<file path="config.mk">
export PLATFORM = sky130hd
export DESIGN_NAME = i2cc_arbiter
export DESIGN_NICKNAME = d
export VERILOG_FILES = /design/src/rtl/i2cc_arbiter.sv
export SDC_FILE = /design/constraint.sdc
export NUM_CORES = 1
export LEC_CHECK = 0
export CORE_ASPECT_RATIO = 1.5
export CORE_UTILIZATION = 49
export DETAILED_ROUTE_END_ITERATION = 10
export GPL_TIMING_DRIVEN = 0
export PLACE_DENSITY = 0.81
export SKIP_LAST_GASP = 1
export SYNTH_ARGS = -nofsm -noshare
export SYNTH_HDL_FRONTEND = slang
export SYNTH_SLANG_ARGS = --single-unit
</file>
<file path="constraint.sdc">
create_clock -name clk -period 6.9 [get_ports clk]
set_input_delay 1.035 -clock clk [delete_from_list [all_inputs] [get_ports clk]]
set_output_delay 1.035 -clock clk [all_outputs]
set_load 0.005 [all_outputs]
</file>
<file path="src/rtl/i2cc_arbiter.sv">
// Round-robin arbiter sharing one byte-level I2C controller between NREQ requesters.
// Optional ownership watchdog enabled with `define ARB_TIMEOUT_EN.
module i2cc_arbiter #(
  parameter int          NREQ    = 2,
  parameter int          DWIDTH  = 8,
  parameter logic [31:0] TIMEOUT = 32'd100000
) (
  input  logic                     clk,
  input  logic                     rst,
  input  logic [NREQ-1:0]          req_start,
  input  logic [NREQ-1:0]          req_rdwr,
  input  logic [NREQ-1:0]          req_last,
  input  logic [NREQ*DWIDTH-1:0]   req_addr,
  input  logic [NREQ*DWIDTH-1:0]   req_txd,
  output logic [DWIDTH-1:0]        req_rxd,
  output logic [NREQ-1:0]          req_done,
  output logic [NREQ-1:0]          req_err,
  output logic [NREQ-1:0]          grant,
  output logic                     i2c_start,
  output logic                     i2c_rdwr,
  output logic                     i2c_last,
  output logic [DWIDTH-1:0]        i2c_addr,
  output logic [DWIDTH-1:0]        i2c_txd,
  input  logic [DWIDTH-1:0]        i2c_rxd,
  input  logic                     i2c_done
);

  localparam int IW = (NREQ > 1) ? $clog2(NREQ) : 1;

  typedef enum logic [1:0] {IDLE = 2'd0, BUSY = 2'd1, HOLD = 2'd2} state_t;

  state_t                state_r;
  logic [IW-1:0]         rr_ptr_r;
  logic [IW-1:0]         owner_r;
  logic [NREQ-1:0]       pending_r;
  logic                  cap_rdwr_r [NREQ];
  logic                  cap_last_r [NREQ];
  logic [DWIDTH-1:0]     cap_addr_r [NREQ];
  logic [DWIDTH-1:0]     cap_txd_r  [NREQ];
  logic [NREQ-1:0]       grant_r;
  logic [NREQ-1:0]       req_done_r;
  logic [DWIDTH-1:0]     req_rxd_r;
  logic                  i2c_start_r;
  logic                  i2c_rdwr_r;
  logic                  i2c_last_r;
  logic [DWIDTH-1:0]     i2c_addr_r;
  logic [DWIDTH-1:0]     i2c_txd_r;

  logic                  pick_found_s;
  logic [IW-1:0]         pick_idx_s;
  logic [IW-1:0]         cand_s;
  logic                  fwd_s;
  logic [IW-1:0]         fwd_idx_s;
  logic [IW-1:0]         rr_next_s;

  // Round-robin search from rr_ptr upward, plus forward decision for IDLE/HOLD.
  always_comb begin
    pick_found_s = 1'b0;
    pick_idx_s   = {IW{1'b0}};
    cand_s       = {IW{1'b0}};
    for (int k = 0; k < NREQ; k++) begin
      cand_s = IW'((int'(rr_ptr_r) + k) % NREQ);
      if (!pick_found_s && pending_r[cand_s]) begin
        pick_found_s = 1'b1;
        pick_idx_s   = cand_s;
      end else begin
        pick_found_s = pick_found_s;
      end
    end
    if (state_r == IDLE) begin
      fwd_s     = pick_found_s;
      fwd_idx_s = pick_idx_s;
    end else if (state_r == HOLD) begin
      fwd_s     = pending_r[owner_r];
      fwd_idx_s = owner_r;
    end else begin
      fwd_s     = 1'b0;
      fwd_idx_s = owner_r;
    end
    if (int'(owner_r) == NREQ - 32'sd1) begin
      rr_next_s = {IW{1'b0}};
    end else begin
      rr_next_s = IW'(int'(owner_r) + 32'sd1);
    end
  end

`ifdef ARB_TIMEOUT_EN
  logic [31:0]     tmo_r;
  logic [NREQ-1:0] req_err_r;
`else
  logic unused_s;
  assign unused_s = ^TIMEOUT;
`endif

  // Pending capture, arbitration FSM and all registered outputs.
  always_ff @(posedge clk or posedge rst) begin
    if (rst) begin
      state_r     <= IDLE;
      rr_ptr_r    <= {IW{1'b0}};
      owner_r     <= {IW{1'b0}};
      pending_r   <= {NREQ{1'b0}};
      for (int i = 0; i < NREQ; i++) begin
        cap_rdwr_r[i] <= 1'b0;
        cap_last_r[i] <= 1'b0;
        cap_addr_r[i] <= {DWIDTH{1'b0}};
        cap_txd_r[i]  <= {DWIDTH{1'b0}};
      end
      grant_r     <= {NREQ{1'b0}};
      req_done_r  <= {NREQ{1'b0}};
      req_rxd_r   <= {DWIDTH{1'b0}};
      i2c_start_r <= 1'b0;
      i2c_rdwr_r  <= 1'b0;
      i2c_last_r  <= 1'b0;
      i2c_addr_r  <= {DWIDTH{1'b0}};
      i2c_txd_r   <= {DWIDTH{1'b0}};
`ifdef ARB_TIMEOUT_EN
      tmo_r       <= 32'd0;
      req_err_r   <= {NREQ{1'b0}};
`endif
    end else begin
      i2c_start_r <= 1'b0;
      req_done_r  <= {NREQ{1'b0}};
`ifdef ARB_TIMEOUT_EN
      req_err_r   <= {NREQ{1'b0}};
`endif
      // First captured request wins; repeats while pending are dropped.
      for (int i = 0; i < NREQ; i++) begin
        if (req_start[i] && !pending_r[i]) begin
          pending_r[i]  <= 1'b1;
          cap_rdwr_r[i] <= req_rdwr[i];
          cap_last_r[i] <= req_last[i];
          cap_addr_r[i] <= req_addr[i*DWIDTH +: DWIDTH];
          cap_txd_r[i]  <= req_txd[i*DWIDTH +: DWIDTH];
        end
      end
      if (fwd_s) begin
        pending_r[fwd_idx_s] <= 1'b0;
        owner_r     <= fwd_idx_s;
        grant_r     <= {{(NREQ-1){1'b0}}, 1'b1} << fwd_idx_s;
        i2c_start_r <= 1'b1;
        i2c_rdwr_r  <= cap_rdwr_r[fwd_idx_s];
        i2c_last_r  <= cap_last_r[fwd_idx_s];
        i2c_addr_r  <= cap_addr_r[fwd_idx_s];
        i2c_txd_r   <= cap_txd_r[fwd_idx_s];
`ifdef ARB_TIMEOUT_EN
        tmo_r       <= TIMEOUT;
`endif
      end
      case (state_r)
        IDLE: begin
          state_r <= fwd_s ? BUSY : IDLE;
        end
        BUSY: begin
          if (i2c_done) begin
            req_rxd_r           <= i2c_rxd;
            req_done_r[owner_r] <= 1'b1;
            if (i2c_last_r) begin
              grant_r  <= {NREQ{1'b0}};
              rr_ptr_r <= rr_next_s;
              state_r  <= IDLE;
            end else begin
              state_r  <= HOLD;
`ifdef ARB_TIMEOUT_EN
              tmo_r    <= TIMEOUT;
`endif
            end
          end
`ifdef ARB_TIMEOUT_EN
          else if (tmo_r <= 32'd1) begin
            req_err_r[owner_r] <= 1'b1;
            grant_r  <= {NREQ{1'b0}};
            rr_ptr_r <= rr_next_s;
            state_r  <= IDLE;
          end else begin
            tmo_r <= tmo_r - 32'd1;
          end
`endif
        end
        HOLD: begin
          if (fwd_s) begin
            state_r <= BUSY;
          end
`ifdef ARB_TIMEOUT_EN
          else if (tmo_r <= 32'd1) begin
            req_err_r[owner_r] <= 1'b1;
            grant_r  <= {NREQ{1'b0}};
            rr_ptr_r <= rr_next_s;
            state_r  <= IDLE;
          end else begin
            tmo_r <= tmo_r - 32'd1;
          end
`endif
        end
        default: begin
          state_r <= IDLE;
        end
      endcase
    end
  end

  assign grant     = grant_r;
  assign req_done  = req_done_r;
  assign req_rxd   = req_rxd_r;
  assign i2c_start = i2c_start_r;
  assign i2c_rdwr  = i2c_rdwr_r;
  assign i2c_last  = i2c_last_r;
  assign i2c_addr  = i2c_addr_r;
  assign i2c_txd   = i2c_txd_r;
`ifdef ARB_TIMEOUT_EN
  assign req_err   = req_err_r;
`else
  assign req_err   = {NREQ{1'b0}};
`endif

endmodule

</file>
==> impl_metrics.json <==
{
  "p_switching_w": 0.000644,
  "totalWireLength_mm": 6.69,
  "grtUsageTotal_pct": 22.4,
  "grt-ovfl-total": 0,
  "synthDistinctLibCells": 22,
  "first_global_vias": 2299,
  "area_delta_synth_final_pct": 36.8,
  "dpl.hpwl_mm": 4.67,
  "slew_headroom_pct": 41.6,
  "grtUsageMet2_pct": 38.0,
  "cts_buffer_depth": 2,
  "worst_pin_slew_ns": 0.875,
  "h-tree-depth": 3,
  "vias_per_cell": 5.43,
  "critPathMaxFanout": 6,
  "io_buffers": 79,
  "cp.required_ns": 5.86,
  "die-height_um": 99.1,
  "clkPwrFrac_pct": 19.6,
  "grt_pass1_wl_mm": 10.9,
  "cap_violations": 0,
  "synthCells": 240,
  "first_pass_iters": 4,
  "ys_seq_elements": 73,
  "criticalPathCategory": "reg -> out",
  "antenna_found_initial": 0,
  "intPower_w": 0.00140,
  "cts.repair.resized": 0,
  "cts.sinks": 73,
  "worst_clock_skew_ns": 0.00816,
  "worst_setup_path_start_kind": "flop",
  "hold_viol": 0,
  "status": "finished, final reports clean",
  "setup_viol": 0,
  "rows": 35,
  "cts_setup_buffers": 0,
  "fin_crit_ns": 2.34,
  "clock_latency_ns": 0.34,
  "drc_errors": 0,
  "vias": 2226,
  "power.leakage_nw": 1.82,
  "swShare_pct": 31.5,
  "crit_path_end_kind": "output pin",
  "path_buf_inv": 1,
  "seq_area_frac_synth_pct": 59.3,
  "initial_core_util_pct": 50.6,
  "drt-wirelength-per-cell_um": 16.3,
  "cts_buffers": 9,
  "yosysWarnings": 0,
  "dpl_cell_area_sq_um": 3970,
  "pwr-share-seq_pct": 38.7,
  "syn_area_sq_um": 3080,
  "core-area_sq_um": 6090,
  "pin_count": 82,
  "finalMaxSlewViolations": 0,
  "drt_iter0_drc": 158,
  "place.gp.congestion": 0.785,
  "n_antenna_cell": 0,
  "top_usage_layer": "met2",
  "gr-usage-met1_pct": 26.9,
  "slowest_stage": "clkdlybuf4s50_1",
  "fmax_mhz": 428,
  "die_w_um": 66.8,
  "grt.met3_usage_pct": 4.36,
  "cts_root_buffer": "clkbuf_8",
  "drive_above_1_share_pct": 24.4,
  "ant_nets": 0,
  "min_path_type": "reg -> reg",
  "fin_setup_tns_ns": 0,
  "die-area_sq_um": 6620,
  "power_density_nw_per_um2": 485,
  "period_share_pct": 33.9,
  "crit_arrival_ns": 1.30,
  "crit_family": "buffers and inverters",
  "grt_max_degree": 74,
  "pwr-share-comb_pct": 41.7,
  "crit_chain": "clkdlybuf4s50_1",
  "cts-hold-fix-buffers": 0,
  "max_stage_delay_ns": 0.53,
  "avgSynthCellArea_sq_um": 12.8,
  "final_area_sq_um": 4220,
  "nets": 380,
  "rsz0062_at_grt": "false",
  "peakVddDrop_mv": 0.325,
  "clk_pin_slew_ns": 0.07,
  "cts_tree": "built"
}
cells in the final DEF (no fill, tap or decap):
cell type,synthesis,routed
o21ai_2,1,1
a21oi_1,1,1
o21ai_0,1,1
a221oi_1,2,2
o22ai_1,18,18
o21ba_1,1,1
clkbuf_8,0,10
bufinv_16,0,3
nand2b_1,1,1
conb_1,1,2
o32ai_1,1,1
dfrtp_1,73,73
buf_4,6,6
nor2_1,8,8
nand2_1,20,20
nand3b_1,2,2
mux2_2,46,46
buf_6,4,4
a221o_1,18,18
a221oi_2,1,1
buf_2,7,7
clkinvlp_4,0,1
inv_1,25,24
clkdlybuf4s50_1,0,79
clkbuf_1,0,1
inv_4,0,1
clkinv_2,0,1
nor2b_1,2,2
and4b_4,1,1
routing by layer:
layer / vias up / share of wire (%)
li1: 1027 / -
met1: 1112 / 39
met2: 73 / 55
met3: 14 / 4.1
met4: 0 / 2.4
met5: - / 0
logic make-up (layout without fill, tap and decap cells):
| family | after synthesis | in the layout | synth area share, % |
|---|---|---|---|
| compound gates | 44 | 44 | 11.8 |
| flops | 73 | 73 | 59.3 |
| simple gates | 34 | 34 | 4.95 |
| other cells | 1 | 2 | 0.122 |
| mux | 46 | 46 | 16.8 |
| buf+inv | 42 | 137 | 7.10 |
final cells by class:
class                      count  area (sq um)
buffer                        17           125
inverter                      25          96.3
clock buffer                  11           141
clock inverter                 5           103
sequential                    73          1830
timing repair buffer          79           791
tap                           74          92.6
multi-input combinational    126          1040
fill                         445          1870
path summary, 6_finish.rpt:
| kind | depth (start not counted) | slack, ns | from | endpoint |
|---|---|---|---|---|
| setup / recovery | 1 | 4.56 | i2c_last$_DFFE_PP0N_ | i2c_last |
| hold / removal | 1 | 0.50 | owner_r$_DFFE_PP0N_ | req_done[0]$_DFF_PP0_ |
| setup reg to reg | 4 | 5.32 | pending_r[0]$_DFF_PP0_ | cap_addr_r[15]$_DFFE_PP0P_ |
| hold reg to reg | 1 | 0.50 | owner_r$_DFFE_PP0N_ | req_done[0]$_DFF_PP0_ |
| max in group asynchronous | 2 | 5.08 | rst | cap_addr_r[9]$_DFFE_PP0P_ |
| min in group asynchronous | 2 | 1.24 | rst | cap_txd_r[12]$_DFFE_PP0P_ |
Yosys cell counts:
| cell type | count | area (sq um) |
|---|---|---|
| nor2b_1 | 2 | 12.5 |
| o22ai_1 | 18 | 113 |
| nand2b_1 | 1 | 6.26 |
| a221oi_1 | 2 | 17.5 |
| dfrtp_1 | 73 | 1830 |
| nor2_1 | 8 | 30.0 |
| buf_2 | 7 | 35.0 |
| buf_6 | 4 | 45.0 |
| o32ai_1 | 1 | 8.76 |
| and4b_4 | 1 | 13.8 |
| o21ba_1 | 1 | 10.0 |
| inv_1 | 25 | 93.8 |
| nand3b_1 | 2 | 15.0 |
| conb_1 | 1 | 3.75 |
| a221o_1 | 18 | 180 |
| o21ai_0 | 1 | 5.00 |
| o21ai_2 | 1 | 8.76 |
| a21oi_1 | 1 | 5.00 |
| nand2_1 | 20 | 75.1 |
| buf_4 | 6 | 45.0 |
| mux2_2 | 46 | 518 |
| a221oi_2 | 1 | 15.0 |
power groups by stage:
stage,Clock (W),Sequential (W),Combinational (W)
global placement,0,0.000784,0.000821
detailed placement,0,0.000799,0.000849
global route,0.000427,0.000817,0.000928
finish,0.000402,0.000792,0.000853
CTS,0.000407,0.000792,0.000858
floorplan,0,0.000770,0.000530
registers in the layout (all words and copies together) (netlist names), 8 cells and up:
name,flops
cap_addr_r,16
cap_txd_r,16
i2c_addr,8
i2c_txd,8
req_rxd,8
stage by stage:
step / instances / util, % / setup WS, ns / hold WS (ns) / total power, W
after floorplan: 241 / - / 4.01 / 0.454 / 0.00130
after global routing: 410 / 69.3 / 4.50 / 0.515 / 0.00217
after global placement: 394 / 65.2 / 2.90 / 0.482 / 0.00161
after CTS: 410 / 69.3 / 4.53 / 0.500 / 0.00206
after detailed placement: 394 / 65.3 / 4.25 / 0.490 / 0.00165
final: 410 / 69.3 / 4.56 / 0.499 / 0.00205
(Power assumes the default switching activity.)
